[config.mk]
export PLATFORM = sky130hd
export DESIGN_NAME = v_issue_tracker
export DESIGN_NICKNAME = d
export VERILOG_FILES = /design/src/rtl/v_issue_tracker.sv
export SDC_FILE = /design/constraint.sdc
export NUM_CORES = 1
export LEC_CHECK = 0
export CORE_UTILIZATION = 40
export DETAILED_ROUTE_END_ITERATION = 8
export GPL_ROUTABILITY_DRIVEN = 0
export PLACE_DENSITY = 0.68
export SETUP_SLACK_MARGIN = 0.5
export SKIP_CTS_REPAIR_TIMING = 1
export SLEW_MARGIN = 0
export SYNTH_ARGS = -nofsm -noshare
export SYNTH_HDL_FRONTEND = slang
export SYNTH_SLANG_ARGS = --single-unit
[constraint.sdc]
create_clock -name clk -period 3.7 [get_ports clk]
set_input_delay 0.74 -clock clk [delete_from_list [all_inputs] [get_ports clk]]
set_output_delay 0.74 -clock clk [all_outputs]
set_load 0.005 [all_outputs]
[src/rtl/v_issue_tracker.sv]
// v_issue_tracker: scoreboard for a vector pipeline. Tracks per-register
// write/read reservations and per-unit reservations with down-counters and
// issues a held instruction combinationally once every operand and the
// target unit are free.
// Optional feature: define V_CHAIN_EN to let a source read a register that
// is still being written, in the single cycle its first element is ready
// (chain slot).
module v_issue_tracker #(
    parameter int NUM_VREG = 8,
    parameter int NUM_VFU  = 8,
    parameter int MAX_VL   = 64,
    parameter int DLY_W    = 4,
    localparam int VR_W = $clog2(NUM_VREG),
    localparam int FU_W = $clog2(NUM_VFU),
    localparam int VL_W = $clog2(MAX_VL) + 1
) (
    input  logic                clk,
    input  logic                rst_n,
    input  logic                i_req_vld,
    input  logic [VR_W-1:0]     i_vi,
    input  logic [VR_W-1:0]     i_vj,
    input  logic [VR_W-1:0]     i_vk,
    input  logic                i_vi_en,
    input  logic                i_vj_en,
    input  logic                i_vk_en,
    input  logic [FU_W-1:0]     i_fu,
    input  logic [DLY_W-1:0]    i_fu_delay,
    input  logic [VL_W-1:0]     i_vl,
    output logic                o_issue,
    output logic [NUM_VREG-1:0] o_vreg_busy,
    output logic [NUM_VREG-1:0] o_vreg_rd_busy,
    output logic [NUM_VREG-1:0] o_vreg_chain_n,
    output logic [NUM_VFU-1:0]  o_vfu_busy
);

    // Write counter must hold the largest delay plus the largest length.
    localparam int WC_W = $clog2((2 ** DLY_W) - 1 + MAX_VL + 1);

    localparam logic [WC_W-1:0] WC_ZERO = {WC_W{1'b0}};
    localparam logic [WC_W-1:0] WC_ONE  = {{(WC_W-1){1'b0}}, 1'b1};
    localparam logic [VL_W-1:0] VL_ZERO = {VL_W{1'b0}};
    localparam logic [VL_W-1:0] VL_ONE  = {{(VL_W-1){1'b0}}, 1'b1};
    localparam logic [VL_W-1:0] VL_MAX  = VL_W'(MAX_VL);

    logic [WC_W-1:0]     wcnt_q [NUM_VREG];
    logic [WC_W-1:0]     wcnt_d [NUM_VREG];
    logic [VL_W-1:0]     rcnt_q [NUM_VREG];
    logic [VL_W-1:0]     rcnt_d [NUM_VREG];
    logic [VL_W-1:0]     fcnt_q [NUM_VFU];
    logic [VL_W-1:0]     fcnt_d [NUM_VFU];

    logic [NUM_VREG-1:0] vreg_busy_q, vreg_busy_d;
    logic [NUM_VREG-1:0] vreg_rd_busy_q, vreg_rd_busy_d;
    logic [NUM_VFU-1:0]  vfu_busy_q, vfu_busy_d;

    logic [VL_W-1:0]     eff_len_s;
    logic [WC_W-1:0]     wload_s;
    logic [NUM_VREG-1:0] chain_hit_s;
    logic [NUM_VREG-1:0] wr_sel_s;
    logic [NUM_VREG-1:0] rd_sel_s;
    logic [NUM_VFU-1:0]  fu_sel_s;
    logic                dst_rdy_s;
    logic                vj_rdy_s;
    logic                vk_rdy_s;
    logic                fu_rdy_s;
    logic                issue_s;

    // Effective vector length (0 encodes MAX_VL) and the write reservation.
    always_comb begin
        eff_len_s = (i_vl == VL_ZERO) ? VL_MAX : i_vl;
        wload_s   = WC_W'(i_fu_delay) + WC_W'(eff_len_s);
    end

    // Hazard checks against pre-issue state; issue is suppressed in reset.
    always_comb begin
        dst_rdy_s = (!i_vi_en) ||
                    ((wcnt_q[i_vi] == WC_ZERO) && (rcnt_q[i_vi] == VL_ZERO));
        vj_rdy_s  = (!i_vj_en) || (wcnt_q[i_vj] == WC_ZERO) || chain_hit_s[i_vj];
        vk_rdy_s  = (!i_vk_en) || (wcnt_q[i_vk] == WC_ZERO) || chain_hit_s[i_vk];
        fu_rdy_s  = (fcnt_q[i_fu] == VL_ZERO);
        issue_s   = rst_n && i_req_vld && dst_rdy_s && vj_rdy_s && vk_rdy_s && fu_rdy_s;
    end

    assign o_issue = issue_s;

    // Decode which counters the accepted instruction loads.
    always_comb begin
        wr_sel_s = {NUM_VREG{1'b0}};
        rd_sel_s = {NUM_VREG{1'b0}};
        fu_sel_s = {NUM_VFU{1'b0}};
        for (int n = 0; n < NUM_VREG; n++) begin
            wr_sel_s[n] = issue_s && i_vi_en && (i_vi == VR_W'(n));
            rd_sel_s[n] = issue_s && ((i_vj_en && (i_vj == VR_W'(n))) ||
                                      (i_vk_en && (i_vk == VR_W'(n))));
        end
        for (int u = 0; u < NUM_VFU; u++) begin
            fu_sel_s[u] = issue_s && (i_fu == FU_W'(u));
        end
    end

    // Counter next state: load on issue overrides the saturating decrement.
    always_comb begin
        vreg_busy_d    = {NUM_VREG{1'b0}};
        vreg_rd_busy_d = {NUM_VREG{1'b0}};
        vfu_busy_d     = {NUM_VFU{1'b0}};
        for (int n = 0; n < NUM_VREG; n++) begin
            wcnt_d[n] = WC_ZERO;
            rcnt_d[n] = VL_ZERO;
            if (wr_sel_s[n]) begin
                wcnt_d[n] = wload_s;
            end else if (wcnt_q[n] != WC_ZERO) begin
                wcnt_d[n] = wcnt_q[n] - WC_ONE;
            end else begin
                wcnt_d[n] = WC_ZERO;
            end
            if (rd_sel_s[n]) begin
                rcnt_d[n] = eff_len_s;
            end else if (rcnt_q[n] != VL_ZERO) begin
                rcnt_d[n] = rcnt_q[n] - VL_ONE;
            end else begin
                rcnt_d[n] = VL_ZERO;
            end
            vreg_busy_d[n]    = (wcnt_d[n] != WC_ZERO);
            vreg_rd_busy_d[n] = (rcnt_d[n] != VL_ZERO);
        end
        for (int u = 0; u < NUM_VFU; u++) begin
            fcnt_d[u] = VL_ZERO;
            if (fu_sel_s[u]) begin
                fcnt_d[u] = eff_len_s;
            end else if (fcnt_q[u] != VL_ZERO) begin
                fcnt_d[u] = fcnt_q[u] - VL_ONE;
            end else begin
                fcnt_d[u] = VL_ZERO;
            end
            vfu_busy_d[u] = (fcnt_d[u] != VL_ZERO);
        end
    end

    // Reservation counters and their registered busy decodes.
    always_ff @(posedge clk or negedge rst_n) begin
        if (!rst_n) begin
            for (int n = 0; n < NUM_VREG; n++) begin
                wcnt_q[n] <= WC_ZERO;
                rcnt_q[n] <= VL_ZERO;
            end
            for (int u = 0; u < NUM_VFU; u++) begin
                fcnt_q[u] <= VL_ZERO;
            end
            vreg_busy_q    <= {NUM_VREG{1'b0}};
            vreg_rd_busy_q <= {NUM_VREG{1'b0}};
            vfu_busy_q     <= {NUM_VFU{1'b0}};
        end else begin
            wcnt_q         <= wcnt_d;
            rcnt_q         <= rcnt_d;
            fcnt_q         <= fcnt_d;
            vreg_busy_q    <= vreg_busy_d;
            vreg_rd_busy_q <= vreg_rd_busy_d;
            vfu_busy_q     <= vfu_busy_d;
        end
    end

    assign o_vreg_busy    = vreg_busy_q;
    assign o_vreg_rd_busy = vreg_rd_busy_q;
    assign o_vfu_busy     = vfu_busy_q;

`ifdef V_CHAIN_EN
    logic [VL_W-1:0]     len_q [NUM_VREG];
    logic [VL_W-1:0]     len_d [NUM_VREG];
    logic [NUM_VREG-1:0] chain_n_q, chain_n_d;

    // Chain slot: write counter has counted the delay down to the length.
    always_comb begin
        chain_hit_s = {NUM_VREG{1'b0}};
        chain_n_d   = {NUM_VREG{1'b1}};
        for (int n = 0; n < NUM_VREG; n++) begin
            chain_hit_s[n] = (wcnt_q[n] != WC_ZERO) && (wcnt_q[n] == WC_W'(len_q[n]));
            len_d[n]       = wr_sel_s[n] ? eff_len_s : len_q[n];
            chain_n_d[n]   = !((wcnt_d[n] != WC_ZERO) && (wcnt_d[n] == WC_W'(len_d[n])));
        end
    end

    // Latched lengths and the registered active-low chain slot.
    always_ff @(posedge clk or negedge rst_n) begin
        if (!rst_n) begin
            for (int n = 0; n < NUM_VREG; n++) begin
                len_q[n] <= VL_ZERO;
            end
            chain_n_q <= {NUM_VREG{1'b1}};
        end else begin
            len_q     <= len_d;
            chain_n_q <= chain_n_d;
        end
    end

    assign o_vreg_chain_n = chain_n_q;
`else
    assign chain_hit_s    = {NUM_VREG{1'b0}};
    assign o_vreg_chain_n = {NUM_VREG{1'b1}};
`endif

endmodule

; After elaboration in Yosys (flattened, before gate mapping)
; Memories as Yosys holds them, arrays and structs flattened.
; Cells that the tools add are included.
[op_classes]
reduce_logical = 121
bitwise = 4
eq_ne = 28
addsub = 25
n_lt_le_gt_ge = 6
muxes = 66
[op_table]
columns = cell, n
row1 = 7-bit 2-to-1 mux, 59
row2 = 7-bit nonzero test, 48
row3 = "7-bit by 1-bit subtractor with 7-bit output, second input constant", 24
row4 = 7-bit binary-select mux with 3-bit select, 5
row5 = "3-bit equality test, second input constant", 16
row6 = 1-bit logical AND, 47
row7 = 7-bit logical NOT, 6
row8 = "3-bit by 2-bit equality test with 1-bit output, second input constant", 8
row9 = "4-bit greater-or-equal comparator, second input constant", 4
row10 = 3-bit inverter with 4-bit output, 4
row11 = 1-bit logical OR, 13
row12 = "3-bit by 1-bit equality test with 1-bit output, second input constant", 4
row13 = 3-bit logical NOT, 4
row14 = "3-bit by 4-bit < comparator with 1-bit output, second input constant", 2
row15 = 4-bit by 7-bit adder with 7-bit output, 1
row16 = 1-bit logical NOT, 3
row17 = 1-bit 2-to-1 mux, 2
[word_totals]
rom_bits = 16
inputBits = 29
ff_bits = 192
mem_count = 2
[mem_list]
columns = name, words, width, rd, rd_clocked_by_memory_dff, wr, line_no
row1 = (no name shown), 8, 1, 1, 0, 0, 79  ; vk_rdy_s = (!i_vk_en) || (wcnt_q[i_vk] == WC_ZERO) || chain_hit_s[i_vk];
row2 = (no name shown), 8, 1, 1, 0, 0, 78  ; vj_rdy_s = (!i_vj_en) || (wcnt_q[i_vj] == WC_ZERO) || chain_hit_s[i_vj];

; Logic depth before layout (Yosys ltp)
; Gate-level depths: netlist (run 1).
[depth]
depth_word = 15
ltp_mapped = 13
depth_no_buf = 10

; Worst setup path before layout (run 1)
; OpenSTA, ideal clock, no wires.
[synth_timing]
path_type = input port to output port
from = in i_vi[0]
to = out o_issue
arrival_ps = 2603
required_time_ps = 2960
cell_stages = 10
slack_ps = 357
path_cell_list = buf_2 -> buf_2 -> nand4b_1 -> a2111oi_0 -> nor2_1 -> a22o_1 -> buf_2 -> a21oi_4 -> buf_4 -> buf_6
[synth_via]
elab_chain_cells = 11
word_cells_on_any_way = 15
cone_classes = mux (6) / bitwise (1) / reduce/logical (8)
[synth_rtl]
columns = element, line_no
row1 = "start, declared", 20  ; input logic [VR_W-1:0] i_vi,
row2 = 3-bit inverter with 4-bit output (not written as such) (*), 77  ; ((wcnt_q[i_vi] == WC_ZERO) && (rcnt_q[i_vi] == VL_ZERO));
row3 = 7-bit binary-select mux with 3-bit select, 77
row4 = 7-bit 2-to-1 mux (not written as such) (2 in series), 77
row5 = 7-bit logical NOT, 77
row6 = 1-bit logical AND (*), 77
row7 = 1-bit logical OR (*), 76  ; dst_rdy_s = (!i_vi_en) ||
row8 = 1-bit logical AND (*) (4 in series), 81  ; issue_s = rst_n && i_req_vld && dst_rdy_s && vj_rdy_s && vk_rdy_s && fu_rdy_s;
row9 = "end, declared", 29  ; output logic o_issue,
; Every way passes the cells marked *; elsewhere a longest branch is shown, timed or not. The select of a mux whose other input is x is not followed.

; Final worst setup path (run 1)
[layout_timing]
from = reg fcnt_q[35] (netlist name)
to = out o_issue
[layout_via]
elab_chain_cells = 5
[layout_rtl]
columns = element, line_no
row1 = "start, declared", 49  ; logic [VL_W-1:0] fcnt_q [NUM_VFU];
row2 = "start signal, assigned", 155  ; fcnt_q <= fcnt_d;
row3 = 7-bit binary-select mux with 3-bit select, 80  ; fu_rdy_s = (fcnt_q[i_fu] == VL_ZERO);
row4 = 7-bit 2-to-1 mux (not written as such) (2 in series), 80
row5 = 7-bit logical NOT, 80
row6 = 1-bit logical AND, 81
; No other way between the ends. The select of a mux whose other input is x is not followed.

==> flow_summary.yaml, run 1 <==
run_status:
  outcome: "finished clean"
power:
  p_leak_uw: 0.005948
  p_total_uw: 9513
  cellInternalPower_uw: 5823
  switchingPower_uw: 3689
  pwr-share-comb_pct: 38.9
  pwr-share-clk_pct: 19.2
  pwr-share-seq_pct: 41.9
  vdd_ir_drop_max_mv: 0.4038
  powerDensity_nw_per_um2: 697.6
  swShare_pct: 38.78
yosys:
  synth_edf_count: 0
  yosysMostFrequentCell: "nor2_1"
  syn_inst: 1241
  synth_top_flop_cell: "dfrtp_1"
  synth_seq_area_share_pct: 41.64
  synthAdderAreaFrac_pct: 3.470
  synth_top_area_share_pct: 41.64
  synth_cell_types: 76
  synth-seq-cells: 192
  synth_xor_area_share_pct: 5.465
  synth_area_per_cell_sq_um: 9.299
  syn_area_sq_um: 11540
  yosysTopAreaCell: "dfrtp_1"
  synthArstFlopShare_pct: 100.0
  synth_mux_area_share_pct: 11.94
  synth_top_family_by_area: "simple AND/OR/NAND/NOR gates"
  yosys-top-cells-count: "nor2_1 (205), dfrtp_1 (192), nand2_1 (88)"
  synth_area_leaders: "dfrtp_1 (42%), nor2_1 (6.7%), mux2_2 (6.4%)"
  synth_compound_area_share_pct: 10.80
  synth-simple-area-share_pct: 22.79
  yosys_warnings: 0
clocking:
  htreeDepth: 4
  cts-root-buf: "clkbuf_16"
  cts_tree: "done"
  cts_sinks: 192
  cts_inserted_buffers: 17
  cts_max_path_buffers: 2
  clk_latency_ps: 450
  clk_pin_slew_ps: 80
floorplanning:
  dieArea_sq_um: 29530
  core-area_sq_um: 28090
  row_count: 61
  die_h_um: 171.9
  initial_utilization_pct: 41.09
  ioPinCount: 62
  die_width_um: 171.9
setup_path:
  setup.worst_path.class: "flop to output port"
  cp-start-kind: "flop"
  required_ps: 2960
  crit_family: "simple AND/OR/NAND/NOR gates"
  path_depth: 7
  critical-path-max-stage-delay_ps: 620
  worst_path_max_delay_cell: "or4_1"
  r2r_cells: 9
  timing.rr.start: "fcnt_q[35]$_DFF_PN0_"
  critPathMaxFanout: 4
  worstPathCellList: "or4_1 > nor4b_2 > o311ai_2 > a31oi_4 > o211ai_4 > a21oi_4 > clkbuf_2"
  path_buf_inv: 1
  cp.arrival_ps: 2720
  worst_setup_path_end_kind: "output port"
  cp-startpoint: "fcnt_q[35]$_DFF_PN0_"
min_path:
  hold_start: "fcnt_q[55]$_DFF_PN0_"
  hold_depth: 2
  hold_path_class: "flop to flop"
global_route:
  grt_antenna_before_repair: 0
  grt_pass1_vias: 9396
  grt_max_degree: 134
  grt_use_total_pct: 21.22
  grt_overflow_total: 0
  grt_pass1_wl_mm: 48.51
drt:
  drt-total-wl_mm: 29.87
  vias_per_cell: 5.526
  wl_per_cell_um: 17.15
  drt_first_pass_iters: 5
  drc: 0
  ant_nets: 0
  drtIter0Drc: 705
  vias: 9626
job:
  drv_cap: 0
place:
  portBuffers: 53
  dp_cells: 1708
  dp_hpwl_mm: 21.55
layout:
  drive_gt1_share_pct: 16.64
  diodes: 0
  nets: 1409
  final_util_pct: 48.55
  n_fill_cell: 2656
  area_growth_syn_to_layout_pct: 18.16
  final_cells: 1742
sta:
  final-hold-violation-count: 0
  skew_ps: 13.26
  slew_violations: 0
  rsz0062_at_grt: "yes"
  fin_crit_sh_pct: 93.58
  max_slew.worst_pin.slew_ps: 1079
  timing.fmax_mhz: 288.8
  slew-limit-headroom_pct: 27.37
  finalSetupViolCount: 0
  fin_crit_ps: 3462
-- per-stage QoR --
stage	TNS (ps)	hold WS, ps	cell area (sq um)	worst slack, ps
6_report	0	505.4	13640	237.6
5_1_grt	0	534.8	13640	199.8
4_1_cts	-307.5	504.7	13530	-307.5
3_5_place_dp	-9828	481.8	12960	-304.9
3_3_place_gp	-9103	496.6	12960	-292.5
2_1_floorplan	0	444.4	11600	483.7
-- sequential cells by signal, indices dropped and copies added (netlist names) --
register and count:
fcnt_q 56, o_vfu_busy 8, o_vreg_busy 8, o_vreg_rd_busy 8, rcnt_q 56, wcnt_q 56
-- cells in the final DEF (no fill, tap or decap), types with 9 or more instances in the layout --
cell type	instances
inv_1	64
a21oi_1	30
nor2_1	205
buf_4	70
xnor2_1	43
xor2_1	28
mux2i_1	30
nand4b_1	9
dfrtp_1	191
o21ai_0	54
a31oi_1	9
nand3_1	23
o22ai_1	16
mux2_1	17
nand2b_1	24
or3_1	18
o31ai_1	25
ha_1	28
mux2_2	66
clkbuf_16	17
clkdlybuf4s50_1	48
or4_1	10
nand2_1	88
nor4_1	14
nor3_1	52
nand4_1	12
-- tightest hold or removal path, cell delays in order (launching register included) --
cell	delay, ps
dfrtp_1	340
o31ai_1	70
o41ai_1	60
-- worst paths after layout --
check                           slack [ps]                    to
worst max register to register         370  fcnt_q[19]$_DFF_PN0_
worst min register to register         510  fcnt_q[55]$_DFF_PN0_
worst max-delay path                   240               o_issue
max in group asynchronous             1930   wcnt_q[7]$_DFF_PN0_
min in group asynchronous              550  fcnt_q[43]$_DFF_PN0_
worst min-delay path                   510  fcnt_q[55]$_DFF_PN0_
-- kinds of logic after synthesis --
kind of cell               after synthesis
other                                    1
and+or+nand+nor                        528
buffers and inverters                  106
AOI/OAI and AO/OA                      188
adders and majority gates               32
muxes                                  122
xor gates and xnor gates                72
DFF                                    192
-- routing by layer --
metal  up-vias  GRT usage (%)  wire length, um
li1       4604              -                -
met4         0          6.579              555
met1      4695          28.19            13740
met3        45          3.662             1550
met2       282          35.19            14020
met5         -              0                0
-- final cells by class --
class / instances / area, sq um / area share (%)
timing repair buffer: 126 / 1122 / 8.231
inverter: 64 / 240.2 / 1.762
tap: 378 / 473.0 / 3.469
sequential: 192 / 4806 / 35.24
clock inverter: 15 / 146.4 / 1.074
clock buffer: 17 / 425.4 / 3.120
multi-input combinational: 950 / 6422 / 47.10
-- power groups by stage --
| stage | Sequential, uW | Clock (uW) | Combinational [uW] |
|---|---|---|---|
| finish | 3980 | 1830 | 3700 |
| detailed placement | 3970 | 0 | 3640 |
| CTS | 3940 | 1870 | 3670 |
| floorplan | 3740 | 0 | 2870 |
| global route | 4120 | 1950 | 4180 |
| global placement | 3950 | 0 | 3490 |
No activity file was read; power rests on OpenSTA's default activity.
==> inputs of run 2 (changes only) <==
CTS_BUF_LIST = sky130_fd_sc_hd__clkbuf_16   (was default)
==> results of run 2 <==
The final DEF is identical to that of run 1; final timing and power are the same.
==> variant 1, RTL diff (config.mk and constraints of run 1) <==
Remove the register `vfu_busy_q`: a continuous assignment takes its place, so the output `o_vfu_busy` follows one clock earlier.
--- a/src/rtl/v_issue_tracker.sv
+++ b/src/rtl/v_issue_tracker.sv
@@ -148,16 +148,16 @@
             end
             vreg_busy_q    <= {NUM_VREG{1'b0}};
             vreg_rd_busy_q <= {NUM_VREG{1'b0}};
-            vfu_busy_q     <= {NUM_VFU{1'b0}};
         end else begin
             wcnt_q         <= wcnt_d;
             rcnt_q         <= rcnt_d;
             fcnt_q         <= fcnt_d;
             vreg_busy_q    <= vreg_busy_d;
             vreg_rd_busy_q <= vreg_rd_busy_d;
-            vfu_busy_q     <= vfu_busy_d;
-        end
-    end
+        end
+    end
+
+    assign vfu_busy_q = vfu_busy_d;
 
     assign o_vreg_busy    = vreg_busy_q;
     assign o_vreg_rd_busy = vreg_rd_busy_q;
Function: changed (a bounded check fails within 4 cycles, from zero or initial values and one cycle with rst_n low).
==> variant 1 against run 1 <==
- the run now ends with setup timing left
- power increased by 2.5%
- final area grew 3.9%
- sequential power decreased by 5.0%
- sequential cell count down 8
- highest routed layer unchanged
- synthesized area decreased by 1.7%
- combinational power up 11%
- wire length increased by 4.5%
- via count is 2.0% higher
- critical endpoint is now o_vfu_busy[2]
- setup slack worse by 0.48 ns
- cell count is 3.8% higher
==> variant 1: results (changes against run 1) <==
* Met1 layer wirelength in the final routing: 14,130 µm (+2.9%)
- Global routing usage on met1: 29.30% (+1.1 points)
- Clk_skew: 0.02239 ns (+0.009126 ns)
- The run finished, with violations left.
* Top cell family by delay on the critical path: compound AO/OA/AOI/OAI gates
- Cell with the largest stage delay on the worst path: sky130_fd_sc_hd__clkdlybuf4s50_1
- Largest net degree at the start of global routing: 185 (+38%)
- Met3 usage in global routing: 4.791% (+1.1 points)
- Antenna violations before repair: 4 (+4)
- The first-pass GRT wire length was 49,180 µm (+1.4%).
- Placement-stage worst setup slack: -0.6053 ns (-0.3003 ns)
- The met2 layer wire length in the routed design came to 14,490 µm (+3.3%).
- The count of endpoints failing setup in the final report was 9 (+9).
* Largest fanout on the critical path: 5 (+1)
- Worst hold margin: 0.5063 ns (+0.0008900 ns)
- Delay of the slowest cell on the worst path: 0.49 ns (-0.13 ns)
- The setup slack of the critical path after layout is -0.2438 ns (-0.4815 ns).
- Max-slew headroom: 34.27% (+6.9 points)
- The worst setup path is of the in2out kind.
- Violated checks: setup timing
- Post-route clock period utilization: 106.6% (+13 points)
* Met2 usage in global routing: 35.25% (+0.058 points)
- Wire length per cell after detailed routing: 17.26 µm (+0.67%)
- The signal arrival time at the worst endpoint is 3.20 ns (+0.48 ns).
- Part of the Yosys area used for sequential elements: 40.60% (-1.0 points)
==> variant 1: cell families (layout without fill, tap and decap cells) <==
logic type               Yosys count  in the layout  synth area share, %
AO/OA/AOI/OAI                    188            188                10.99
XOR/XNOR                          72             72                5.561
adder cells (fa/ha/maj)           32             32                3.531
buffers and inverters            106            294                3.939
flip-flops                       184            184                40.60
multiplexers                     122            122                12.15
other                              1             11              0.03307
AND/OR/NAND/NOR                  528            528                23.19
==> variant 1: worst paths after layout <==
path / from / to / slack [ns] / depth (start not counted)
worst min-delay path: fcnt_q[55] / fcnt_q[55] / 0.51 / 2
max in group asynchronous: rst_n / fcnt_q[26] / 2.46 / 2
min in group asynchronous: rst_n / fcnt_q[5] / 0.57 / 2
worst max register to register: rcnt_q[42] / rcnt_q[49] / 0.54 / 12
worst max-delay path: i_fu[1] / o_vfu_busy[2] / -0.24 / 11
worst min register to register: fcnt_q[55] / fcnt_q[55] / 0.51 / 2
==> variant 1: metrics by stage <==
step	area (µm²)	cells	setup TNS [ns]	utilization [%]
after floorplan	11440	1240	0	-
after global placement	13210	1758	-4.726	47.40
after detailed placement	13210	1758	-4.966	47.40
after CTS	13780	1788	-5.216	49.48
after global routing	14160	1806	-2.492	50.82
final	14160	1809	-1.595	50.84
==> variant 1: layout make-up <==
cell class              instances  area, µm²
fillers                      2533      13690
multi-input cells             950       6529
flip-flops and latches        184       4604
repair buffers                200       1732
well taps                     378      473.0
clock buffers                  21      460.4
inverters                      64      240.2
clock inverters                 9      117.6
diodes                          3      7.507
==> variant 1: report_power, final <==
part / total [mW] / switching (mW) / internal, mW
sequential: 3.78 / 0.888 / 2.89
clock: 1.85 / 0.816 / 1.03
combinational: 4.12 / 1.95 / 2.16
==> variant 2, RTL diff (settings of run 1) <==
Made on the original files. The parameter `NUM_VREG` goes from 8 to 4.
--- a/src/rtl/v_issue_tracker.sv
+++ b/src/rtl/v_issue_tracker.sv
@@ -6,7 +6,7 @@
 // is still being written, in the single cycle its first element is ready
 // (chain slot).
 module v_issue_tracker #(
-    parameter int NUM_VREG = 8,
+    parameter int NUM_VREG = 4,
     parameter int NUM_VFU  = 8,
     parameter int MAX_VL   = 64,
     parameter int DLY_W    = 4,
Interface: changed (6 resized); port bits go from 62 to 47. The function was not compared with the original's and may differ.
==> variant 2 against run 1 <==
- setup slack gained 0.036 ns
- synthesized area shrank 33%
- synthesized cell count shrank 32%
- power shrank 18%
- wire length shrank 34%
- final area shrank 30%
- sequential cell count shrank 64
- via count shrank 32%
- critical endpoint unchanged
==> variant 2: results (changes against run 1) <==
- Worst hold margin: 0.3907 ns (-0.1148 ns)
- Iter 0 DRT Violations: 486 (-31%)
- The leakage power of the design is 4.072 nW (-32%).
- Top flop regs: fcnt_q (56), rcnt_q (28), wcnt_q (28)
* Met3 usage in global routing: 3.906% (+0.24 points)
- The number of instances in the placed design came to 1,160 (-32%).
- First-pass DRT Iterations: 7 (+2)
- The later-pin clock latency in the skew report is 0.43 ns (-0.02 ns).
* Synth Area in Adders: 3.485% (+0.015 points)
- The tightest min-delay check is of the in2async type.
- The highest attainable clock frequency came to 291.9 MHz (+1.1%).
* Max-slew headroom: 37.53% (+10 points)
* Largest net degree at the start of global routing: 129 (-3.7%)
* Met1 layer wirelength in the final routing: 9617 µm (-30%)
* Largest cells by area after synthesis: sky130_fd_sc_hd__dfrtp_1, sky130_fd_sc_hd__mux2_2, sky130_fd_sc_hd__nor2_1
* Length of routed met3 wiring: 743 µm (-52%)
- Vias post-DR: 6,519 (-32%)
* Cell Area, Placed: 8698 µm² (-33%)
- The run finished with clean final reports.
- The slack of the worst reg-to-reg path is 0.42 ns (+0.05 ns).
* WL met2: 9032 µm (-36%)
* Clock-pin slew on the worst setup and hold paths: 0.06 ns (-0.02 ns)
- HPWL reported at the end of detailed placement: 13,630 µm (-37%)
- The worst-case setup slack after placement is -0.005004 ns (+0.2999 ns).
- The sequential-to-total area share from yosys stat came to 41.30% (-0.33 points).
- By count the netlist is led by sky130_fd_sc_hd__dfrtp_1, sky130_fd_sc_hd__nor2_1, sky130_fd_sc_hd__nand2_1.
- The layout cell share with drive strength beyond 1 was 17.97% (+1.3 points).
* Clk_skew: 0.006542 ns (-0.006722 ns)
- The number of buffers inserted by port buffering came to 42 (-21%).
* All-Layer GR Usage: 20.62% (-0.60 points)
- Multiplexer area fraction after synthesis: 10.55% (-1.4 points)
- Worst Setup SP: fcnt_q[21]
- The signal arrival time at the worst endpoint was 2.69 ns (-0.03 ns).
- The number of global-route vias before repair came to 6,326 (-33%).
* Total wirelength of the detailed-routed design: 19,760 µm (-34%)
* Count of filler cells inserted in the layout: 1,722 (-35%)
- Worst r2r dst: o_vreg_busy[2]
* Number of vias per cell: 5.405 (-2.2%)
- The highest ir drop seen on vdd was 380.2 µV (-5.9%).
- Fraction of synthesized cell area in xor and xnor cells: 5.647% (+0.18 points)
- The first-pass GRT wire length was 31,870 µm (-34%).
* Synth Instances: 842 (-32%)
==> variant 2: cell types whose count changed in the layout (fill, tap and decap cells not counted), sizes merged, moves of 16 or more <==
| cell | run 1 | this run |
|---|---|---|
| dfrtp | 192 | 128 |
| o31ai | 25 | 7 |
| buf | 73 | 53 |
| nor3 | 55 | 34 |
| nand2 | 97 | 61 |
| inv | 72 | 49 |
| nor2 | 205 | 116 |
| mux2 | 91 | 62 |
| xnor2 | 43 | 27 |
| mux2i | 30 | 12 |
==> variant 2: logic make-up (layout without fill, tap and decap cells) <==
kind of cell	count (synthesis)	in the layout
AND/OR/NAND/NOR	341	341
AO/OA/AOI/OAI	151	151
flip-flops	128	128
buffers and inverters	76	177
multiplexers	74	74
XOR/XNOR	50	50
adder cells (fa/ha/maj)	21	21
other	1	4
==> variant 2: where the power goes <==
group | internal (mW) | total [mW] | switching (mW)
clock network | 1.20 | 1.82 | 0.624
logic | 1.63 | 3.16 | 1.53
registers | 2.06 | 2.77 | 0.711
==> variant 2: worst max-delay path, stage by stage, from the launching register on <==
cell and delay (ns):
sky130_fd_sc_hd__dfrtp_1 0.39, sky130_fd_sc_hd__or4_4 0.57, sky130_fd_sc_hd__o41ai_2 0.20, sky130_fd_sc_hd__nand4_1 0.17, sky130_fd_sc_hd__or4_4 0.57, sky130_fd_sc_hd__a21oi_4 0.20
sky130_fd_sc_hd__clkbuf_2 0.14
==> variant 2: area by class of cell <==
class,count,share of cell area [%]
Tap cell,260,3.396
Sequential cell,128,33.45
Multi-Input combinational cell,641,45.59
Clock buffer,23,5.093
Clock inverter,9,1.606
Inverter,50,1.959
Timing Repair Buffer,95,8.907
